### src/rtl/division_pkg.sv
// Shared definitions for the time-multiplexed restoring divider.
package division_pkg;

  // Scheduler states; explicit values keep the encoding stable for debug views.
  typedef enum logic [1:0] {
    IDLE = 2'd0,
    CALC = 2'd1,
    DONE = 2'd2
  } state_t;

  localparam int DEFAULT_WIDTH = 16;

  // Quotient reported for a zero divisor: all ones, sliced down to WIDTH.
  localparam logic [63:0] DIV_ZERO_Q = '1;

endpackage

### src/rtl/division_scheduler_div_step.sv
// One restoring-division iteration: shift in a dividend bit, trial-subtract.
module div_step
  import division_pkg::*;
#(
  parameter int WIDTH = DEFAULT_WIDTH
) (
  input  logic [WIDTH-1:0] rem_in,
  input  logic             bit_in,
  input  logic [WIDTH-1:0] divisor,
  output logic [WIDTH-1:0] rem_out,
  output logic             q_bit
);

  // The shifted remainder can need WIDTH+1 bits, so compare and subtract at that width.
  logic [WIDTH:0] shifted;
  logic [WIDTH:0] diff;

  // Trial subtraction; restore (keep shifted value) when the divisor does not fit.
  always_comb begin
    shifted = {rem_in, bit_in};
    diff    = shifted - {1'b0, divisor};
    if (shifted >= {1'b0, divisor}) begin
      rem_out = diff[WIDTH-1:0];
      q_bit   = 1'b1;
    end else begin
      rem_out = shifted[WIDTH-1:0];
      q_bit   = 1'b0;
    end
  end

endmodule

### src/rtl/division_scheduler.sv
// Round-robin scheduler sharing one bit-serial restoring divider between requesters.
module division_scheduler
  import division_pkg::*;
#(
  parameter  int WIDTH   = DEFAULT_WIDTH,
  parameter  int NUM_REQ = 4,
  localparam int CNT_W   = $clog2(WIDTH + 1)
) (
  input  logic                     clk,
  input  logic                     rst,
  input  logic [NUM_REQ-1:0]       req_valid,
  output logic [NUM_REQ-1:0]       req_ready,
  input  logic [NUM_REQ*WIDTH-1:0] req_a,
  input  logic [NUM_REQ*WIDTH-1:0] req_b,
  output logic [NUM_REQ-1:0]       resp_valid,
  input  logic [NUM_REQ-1:0]       resp_ready,
  output logic [WIDTH-1:0]         resp_y,
  output logic [WIDTH-1:0]         resp_remainder,
  output logic                     resp_div_zero,
  output logic                     busy
);

  localparam int PTR_W = (NUM_REQ > 1) ? $clog2(NUM_REQ) : 1;

  state_t             state;
  logic [PTR_W-1:0]   ptr;
  logic [PTR_W-1:0]   owner;
  logic [PTR_W-1:0]   winner;
  logic               found;
  logic               accept;
  logic [WIDTH-1:0]   win_a;
  logic [WIDTH-1:0]   win_b;
  logic [WIDTH-1:0]   a_reg;
  logic [WIDTH-1:0]   b_reg;
  logic [WIDTH-1:0]   rem_reg;
  logic [WIDTH-1:0]   q_reg;
  logic [WIDTH-1:0]   rem_next;
  logic               q_bit;
  logic [CNT_W-1:0]   cnt;

  // Round-robin search: first valid requester at or after ptr, wrapping.
  always_comb begin
    // NOTE: every combinational output gets a default first so no path leaves it unassigned (no latch).
    found  = 1'b0;
    winner = '0;
    for (int k = 0; k < NUM_REQ; k++) begin
      if (!found && req_valid[(int'(ptr) + k) % NUM_REQ]) begin
        found  = 1'b1;
        winner = PTR_W'((int'(ptr) + k) % NUM_REQ);
      end
    end
  end

  // Grant is offered only while idle and out of reset.
  assign req_ready = (state == IDLE && !rst && found) ? (NUM_REQ'(1) << winner) : '0;
  assign accept    = |(req_valid & req_ready);
  assign win_a     = req_a[winner*WIDTH +: WIDTH];
  assign win_b     = req_b[winner*WIDTH +: WIDTH];
  assign busy      = (state != IDLE);

  div_step #(.WIDTH(WIDTH)) u_step (
    .rem_in  (rem_reg),
    .bit_in  (a_reg[WIDTH-1]),
    .divisor (b_reg),
    .rem_out (rem_next),
    .q_bit   (q_bit)
  );

  // Transaction sequencer: accept, iterate WIDTH steps, hold result until taken.
  always_ff @(posedge clk or posedge rst) begin
    if (rst) begin
      state          <= IDLE;
      ptr            <= '0;
      owner          <= '0;
      a_reg          <= '0;
      b_reg          <= '0;
      rem_reg        <= '0;
      q_reg          <= '0;
      cnt            <= '0;
      resp_valid     <= '0;
      resp_y         <= '0;
      resp_remainder <= '0;
      resp_div_zero  <= 1'b0;
    end else begin
      // NOTE: non-blocking assignments so every register samples pre-edge values.
      case (state)
        IDLE: begin
          if (accept) begin
            owner   <= winner;
            ptr     <= (winner == PTR_W'(NUM_REQ - 1)) ? '0 : winner + 1'b1;
            a_reg   <= win_a;
            b_reg   <= win_b;
            rem_reg <= '0;
            q_reg   <= '0;
            cnt     <= '0;
            if (win_b == '0) begin
              resp_y         <= DIV_ZERO_Q[WIDTH-1:0];
              resp_remainder <= win_a;
              resp_div_zero  <= 1'b1;
              resp_valid     <= NUM_REQ'(1) << winner;
              state          <= DONE;
            end else begin
              state <= CALC;
            end
          end
        end
        CALC: begin
          rem_reg <= rem_next;
          a_reg   <= a_reg << 1;
          q_reg   <= {q_reg[WIDTH-2:0], q_bit};
          cnt     <= cnt + 1'b1;
          if (cnt == CNT_W'(WIDTH - 1)) begin
            resp_y         <= {q_reg[WIDTH-2:0], q_bit};
            resp_remainder <= rem_next;
            resp_div_zero  <= 1'b0;
            resp_valid     <= NUM_REQ'(1) << owner;
            state          <= DONE;
          end
        end
        DONE: begin
          if (resp_ready[owner]) begin
            resp_valid <= '0;
            state      <= IDLE;
          end
        end
        default: state <= IDLE;
      endcase
    end
  end

endmodule
### config.mk
export PLATFORM = sky130hd
export DESIGN_NAME = division_scheduler
export DESIGN_NICKNAME = d
export VERILOG_FILES = /design/src/rtl/division_pkg.sv /design/src/rtl/division_scheduler_div_step.sv /design/src/rtl/division_scheduler.sv
export SDC_FILE = /design/constraint.sdc
export NUM_CORES = 1
export LEC_CHECK = 0
export ABC_AREA = 1
export CAP_MARGIN = 20
export CORE_MARGIN = 1
export CORE_UTILIZATION = 50
export CTS_CLUSTER_SIZE = 14
export DETAILED_ROUTE_END_ITERATION = 6
export HOLD_SLACK_MARGIN = 0.12
export PLACE_DENSITY = 0.83
export SLEW_MARGIN = 20
export SYNTH_ARGS = -nofsm -noshare
export SYNTH_HDL_FRONTEND = slang
export SYNTH_SLANG_ARGS = --single-unit
### constraint.sdc
create_clock -name clk -period 4.6 [get_ports clk]
set_input_delay 0.46 -clock clk [delete_from_list [all_inputs] [get_ports clk]]
set_output_delay 0.46 -clock clk [all_outputs]
set_load 0.01 [all_outputs]
==> results by group, run 1 <==
Logic synthesis
  • Synth Cell Area: 0.007251 mm²
  • Post-synth cell types: 35
  • Number of synthesized flops with an enable pin: 0
  • Syn_nets: approximately 1200
  • #FFs+latches synth: 111
  • Mean Syn Cell Area: 6.899 µm²
  • Register area share after synthesis: 0.3831
  • Main synth FF type: dfrtp_1
  • Asr flop ratio synth: 1.000
  • Syn. warnings: 0
  • Synth Instances: 1051

Floorplan
  • Starting Density: 0.5183
  • Die H: 122.4 µm
  • Die ar.: 0.01499 mm²
  • Rows: 43
  • Die width: between 100 and 150 µm
  • Core area: 0.01399 mm²
  • Top Ports: 180

Global routing
  • Number of global-route vias before repair: between 7000 and 8000
  • First-pass GRT wire length: approximately 34 mm
  • Antenna violations before repair: 0
  • GRT Total Usage: 0.2896
  • Overflow after GRT: 0
  • Largest net degree at the start of global routing: 58

Clock network
  • Post-CTS setup buffer count: 0
  • Max clock buf depth: 2
  • CTS Buf Count: 9
  • Max H-tree Level: 3
  • CTS tree: built
  • Root Buffer: clkbuf_16
  • Resized Gates After CTS: 0
  • Clock-pin slew on the worst setup and hold paths: roughly 0.080 ns
  • CTS Hold Buffers Added: 0
  • Later-pin clock latency in the skew report: ~0.35 ns
  • Sink Count: approximately 110

Route
  • Routed len/inst: 14.93 µm
  • Total wire length: 20.67 mm
  • Detail Route Antenna Nets: 0
  • Number of vias per cell: between 5 and 6
  • DR vias: 7581
  • Drt drc: 0
  • Starting DRT DRC Count: a little under 600
  • Detailed Routing Iterations Pass 1: 5

Finish
  • Nets: 1364
  • Final design utilization: 0.6728
  • Share of cells above drive strength 1: 0.03904
  • Antenna cells: 0
  • Area Overhead vs Synth: 29.80%
  • Final std cells w/o fill: between 1000 and 1500

Critical path
  • Data arrival, critical path: 4.29 ns
  • Startpoint types: register
  • CP Class: register to register
  • CP max stage delay: 0.58 ns
  • Slowest-stage cell, CP: dfrtp_1
  • Worst path most repeated cell: nand2_1
  • CP endpoint kind: register
  • Crit-path max FO: 33
  • FF-to-FF Start: ptr[0]$_DFFE_PP0P_
  • Worst-case reg-to-reg path depth: 21
  • R2R Setup Slk: 0.60 ns
  • Worst r2r dst: resp_remainder[7]$_DFFE_PP0P_
  • CP cell instances: inv_4 -> nand2_1 -> nand2_2 -> nand2_1 -> nand2_1 -> nor2_4 -> nand3_2 -> nand3_2 -> clkinv_1 -> ha_1 -> inv_1 -> nor2_1 -> nand2_1 -> nand2_1 -> nor2_2 -> o21ai_4 -> inv_1 -> nor2_2 -> nand2_2 -> nand2_1 -> nand2_1
  • Crit path max-delay family: simple AND/OR/NAND/NOR gates
  • CP Data Required Time: 4.89 ns
  • Buf/Inv on CP: 4

Placement
  • Port buffer count: around 180
  • Pre-CTS WS: 0.3612 ns
  • Post-DP HPWL: 15.51 mm
  • Inst Count DP: 1368
  • RePlAce Congestion: roughly 0.88

Flow run
  • Max-cap check violation count: 0

Min path
  • Hold crit path type: register to register
  • Hold path depth: 2
  • Hold endpoint: resp_y[6]$_DFFE_PP0P_
  • HP Start: resp_y[6]$_DFFE_PP0P_

Pwr
  • Cell leakage power: 4.618 nW
  • Pwr dens: a little under 900 mW/mm²
  • Peak VDD IR: 568.1 µV

STA
  • Final WS setup: 0.6025 ns
  • Fin. max-slew vios: 0
  • Slew margin rel.: 0.2809
  • Fmax: 0.2502 GHz
  • RSZ-0062 raised after global routing: no
  • Shortest period the worst path allows: 3.997 ns
  • Worst Max-Slew Pin Slew: 1.075 ns
  • Final period util: 0.8690
  • Final setup violation count: 0
  • Setup_tns: 0 ns
  • Clock skew: 0.01030 ns
  • Fin. Hold Viols: 0

Outcome
  • Status: complete, no violations
worst reg2reg max path, stage by stage, from the launching register on:
cell,delay [ns]
dfrtp_1,0.58
inv_4,0.12
nand2_1,0.09
nand2_2,0.08
nand2_1,0.08
nand2_1,0.08
nor2_4,0.13
nand3_2,0.09
nand3_2,0.09
clkinv_1,0.37
ha_1,0.35
inv_1,0.09
nor2_1,0.07
nand2_1,0.06
nand2_1,0.05
nor2_2,0.37
o21ai_4,0.29
inv_1,0.17
nor2_2,0.06
nand2_2,0.45
nand2_1,0.16
nand2_1,0.10
area by class of cell:
type,count,area (µm²)
timing repair buffer,195,1912
sequential,111,2778
fill,1196,4577
clock inverter,7,63.81
tap,180,225.2
multi-input combinational,744,3684
clock buffer,9,225.2
inverter,138,524.3
synthesized netlist by cell type (all sizes together), types with 2 or more instances:
cell    number  share of area
nand2      318           0.17
inv        136          0.071
dfrtp      111           0.38
nand3       91          0.064
nor2        89          0.047
o21ai       73          0.050
nand4       33          0.028
o22ai       32          0.028
buf         29          0.024
clkbuf      29          0.015
a21oi       27          0.019
ha          26          0.045
a31oi       16          0.014
xnor2        8         0.0097
o211ai       7         0.0072
xor2         7         0.0085
o21a         5         0.0052
o32ai        4         0.0048
a21o         2         0.0021
clkinv       2         0.0010
nor3         2         0.0014
worst max-delay path by stage:
| stage | startpoint | endpoint | depth (start not counted) |
|---|---|---|---|
| finish | ptr[0]$_DFFE_PP0P_ | resp_remainder[7]$_DFFE_PP0P_ | 21 |
| global route | ptr[0]$_DFFE_PP0P_ | resp_remainder[7]$_DFFE_PP0P_ | 21 |
| CTS | ptr[0]$_DFFE_PP0P_ | resp_remainder[7]$_DFFE_PP0P_ | 21 |
| detailed placement | req_valid[3] | resp_remainder[6]$_DFFE_PP0P_ | 21 |
| global placement | req_valid[3] | resp_remainder[11]$_DFFE_PP0P_ | 22 |
| floorplan | rst | q_reg[0]$_DFFE_PP0P_ | 11 |
cells by family (layout without fill, tap and decap cells):
family,count (synthesis),after routing,synth area share
AO/OA/AOI/OAI,168,168,0.1320
XOR/XNOR,15,15,0.01812
buffers and inverters,196,349,0.1108
flip-flops,111,111,0.3831
adder cells (fa/ha/maj),27,27,0.04763
AND/OR/NAND/NOR,534,534,0.3084
through the flow:
step	total power [W]	hold slack [ns]	cell area [µm²]
6_report	0.008164	0.4742	9412
2_1_floorplan	0.005720	0.4529	7254
3_5_place_dp	0.007314	0.4575	9123
4_1_cts	0.008115	0.4770	9412
5_1_grt	0.008970	0.5032	9412
3_3_place_gp	0.007192	0.4556	9123
per-layer routing:
layer | part of all wire | global-route usage | wire [µm]
met4 | 0.031 | 0.1090 | 635
met1 | 0.43 | 0.3880 | 8823
met5 | 0 | 0 | 0
met3 | 0.071 | 0.04693 | 1461
met2 | 0.47 | 0.4702 | 9747
cell usage in the layout (no fill, tap or decap), types with 3 or more instances in the layout:
cell type / Yosys / layout
a21oi_1: 27 / 27
a31oi_1: 16 / 16
buf_4: 1 / 16
clkbuf_16: 0 / 9
clkdlybuf4s50_1: 0 / 179
dfrtp_1: 111 / 111
ha_1: 26 / 26
inv_1: 132 / 131
inv_2: 3 / 3
nand2_1: 314 / 314
nand2_2: 4 / 4
nand3_1: 89 / 89
nand4_1: 33 / 33
nor2_1: 87 / 86
o211ai_1: 7 / 7
o21a_1: 5 / 5
o21ai_0: 72 / 72
o22ai_1: 32 / 32
o32ai_1: 4 / 4
xnor2_1: 8 / 8
xor2_1: 7 / 7
power by group:
part | leakage [nW] | internal (W) | switching [W]
Clock | 0.145 | 0.000380 | 0.000384
Sequential | 1.39 | 0.00141 | 0.000267
Combinational | 3.09 | 0.00200 | 0.00373
Total | 4.62 | 0.00378 | 0.00438
Note: power is estimated with default switching activity, not from simulation.
==> run 2, diff against run 1 <==
- PLACE_DENSITY: 0.83 -> 0.82
- SYNTH_HIERARCHICAL: not set -> 1
==> run 2 against run 1 <==
Net effect:
- critical path depth increased by 2
- wire length increased by 4.7%
- core utilization decreased by 1.9 points
- power decreased by 0.97%
- clock power increased by 6.0%
- global-route usage decreased by 1.1 points
- synthesized cell count increased by 8.9%
- first-iteration DRC count increased by 22%
- clock-buffer cell count increased by 1
- critical path type unchanged
- critical endpoint is now resp_remainder[15]$_DFFE_PP0P_
- largest cell class unchanged
- highest routed layer unchanged
==> results by group, run 2 <==
Floorplan
  • Die ar.: 0.01606 mm²
  • Core area: 0.01520 mm²
  • Die H: 126.7 µm
  • Rows: 45
  • Die width: 126.7 µm
  • Starting Density: 0.5118
  • Top Ports: 180

Route
  • Routed len/inst: about 15 µm
  • Drt drc: 0
  • DR vias: 7920
  • Starting DRT DRC Count: 719
  • Total wire length: 21.64 mm
  • Number of vias per cell: 5.323
  • Detail Route Antenna Nets: 0
  • Detailed Routing Iterations Pass 1: 5

Clock network
  • Later-pin clock latency in the skew report: 0.35 ns
  • CTS Buf Count: 9
  • CTS tree: built
  • Max H-tree Level: 3
  • Clock-pin slew on the worst setup and hold paths: roughly 0.080 ns
  • Sink Count: about 110
  • Root Buffer: clkbuf_16
  • Max clock buf depth: 2
  • Post-CTS setup buffer count: 0
  • Resized Gates After CTS: 0
  • CTS Hold Buffers Added: 0

Finish
  • Antenna cells: 0
  • Share of cells above drive strength 1: 0.05923
  • Final design utilization: 0.6542
  • Filler cells: roughly 1300
  • Final std cells w/o fill: 1488
  • Nets: around 1500
  • Most common cell after layout, fill and taps aside: nand2_1
  • Most frequent cells in the layout: nand2_1, clkdlybuf4s50_1, inv_1
  • Area Overhead vs Synth: 27.82%
  • Final Cell Area: 0.009945 mm²

Outcome
  • Status: complete, no violations

Flow run
  • Max-cap check violation count: 0

STA
  • Worst Max-Slew Pin Slew: ~1 ns
  • Clock skew: ~0.011 ns
  • Fin. max-slew vios: 0
  • Shortest period the worst path allows: 3.838 ns
  • Final setup violation count: 0
  • Fin. Hold Viols: 0
  • RSZ-0062 raised after global routing: no
  • Final period util: 0.8343
  • Setup_tns: 0 ns
  • Fmax: 0.2606 GHz
  • Slew margin rel.: 0.3485

Pwr
  • Cell leakage power: 4.971 nW
  • Pwr dens: just over 800 mW/mm²
  • Power Total: 0.008085 W
  • Peak VDD IR: 520.5 µV

Logic synthesis
  • Top cells by count, synth: nand2_1, inv_1, dfrtp_1
  • Post-synth top area share: 0.3570
  • Number of synthesized flops with an enable pin: 0
  • Count leader, synth: nand2_1
  • Synth area leader: dfrtp_1
  • Synth top area cells: dfrtp_1, nand2_1, inv_1
  • Synth Cell Area: 0.007780 mm²
  • Synth Instances: 1145
  • #FFs+latches synth: 111
  • Register area share after synthesis: 0.3570
  • Syn. warnings: 6
  • Mean Syn Cell Area: 6.795 µm²
  • Asr flop ratio synth: 1.000
  • Main synth FF type: dfrtp_1
  • Syn_nets: between 1000 and 1500
  • Post-synth cell types: 40

Global routing
  • GRT Total Usage: 0.2785
  • First-pass GRT wire length: between 30 and 40 mm
  • Overflow after GRT: 0
  • Largest net degree at the start of global routing: 46
  • Antenna violations before repair: 0
  • Number of global-route vias before repair: 7292

Critical path
  • Data arrival, critical path: 4.07 ns
  • Startpoint types: register
  • CP endpoint kind: register
  • CP Data Required Time: ~4.8 ns
  • Crit-path max FO: 33
  • CP Class: register to register
  • R2R Setup Slk: 0.76 ns

Placement
  • Placed Area: 0.009630 mm²
  • Port buffer count: 179
  • Inst Count DP: 1472
  • Post-DP HPWL: 16.90 mm
  • RePlAce Congestion: 0.8983

Min path
  • Hold crit path type: register to register
run 2: cell count changes in the layout (fill, tap and decap cells not counted), moves of 14 or more:
| cell | previous run | this run |
|---|---|---|
| nand3_1 | 89 | 108 |
| nand2_1 | 314 | 335 |
| inv_1 | 131 | 145 |
| nand3b_1 | 0 | 30 |
| nand2_2 | 4 | 22 |
| a21oi_1 | 27 | 46 |
| nand4_1 | 33 | 6 |
run 2: power by group:
part | internal (W) | switching, W
Combinational | 0.00190 | 0.00371
Clock | 0.000437 | 0.000373
Sequential | 0.00138 | 0.000276
run 2: final timing paths:
kind / from / to / cells after the start
min reg2reg: resp_y[5]$_DFFE_PP0P_ / resp_y[5]$_DFFE_PP0P_ / 2
max reg2reg: ptr[0]$_DFFE_PP0P_ / resp_remainder[15]$_DFFE_PP0P_ / 23
max in group asynchronous: rst / resp_remainder[10]$_DFFE_PP0P_ / 3
min: resp_y[5]$_DFFE_PP0P_ / resp_y[5]$_DFFE_PP0P_ / 2
max: ptr[0]$_DFFE_PP0P_ / resp_remainder[15]$_DFFE_PP0P_ / 23
min in group asynchronous: rst / resp_div_zero$_DFFE_PP0P_ / 2
run 2: kinds of logic after synthesis:
kind of cell / synth area share
and+or+nand+nor: 0.3527
AOI/OAI and AO/OA: 0.1245
DFF: 0.3570
buffers and inverters: 0.1135
xor gates and xnor gates: 0.007881
adders and majority gates: 0.04439
run 2: layer usage:
layer	routed length (µm)	vias up	track usage
met2	9949	327	0.4543
met4	426	0	0.07213
met3	1522	29	0.04597
met1	9741	3597	0.3855
met5	0	-	0
li1	-	3967	-
run 2: worst max-delay path: stages, from the launching register on:
cell and delay (ns):
dfrtp_1 0.55, inv_1 0.23, nand2_1 0.12, nand2_2 0.09, nand2_1 0.07, nand2_1 0.09
nor2_4 0.13, nand3_2 0.10, nand2_2 0.08, nand2_2 0.11, inv_2 0.29, ha_1 0.21
inv_1 0.05, nor2_1 0.16, nand2_1 0.07, nand2_1 0.10, nor2_4 0.08, nand2_2 0.07
inv_2 0.04, nor2_2 0.07, buf_4 0.32, nand2_2 0.43, nand2_1 0.18, nand2_1 0.07
run 2: metrics by stage:
step                      hold WS [ns]  setup slack (ns)
after floorplan                 0.4533             1.209
after global placement          0.4564            0.7325
after detailed placement        0.4583            0.5935
after CTS                       0.4777            0.7651
after global routing            0.4911            0.2614
final                           0.4717            0.7621
run 2: area by class of cell:
class                      instances  area (µm²)  area share
tap                              188       235.2     0.02365
clock inverter                     6       85.08    0.008556
sequential                       111        2778      0.2793
multi-input combinational        823        4121      0.4144
clock buffer                      10       229.0     0.02302
inverter                         155       584.3     0.05876
timing repair buffer             195        1912      0.1922
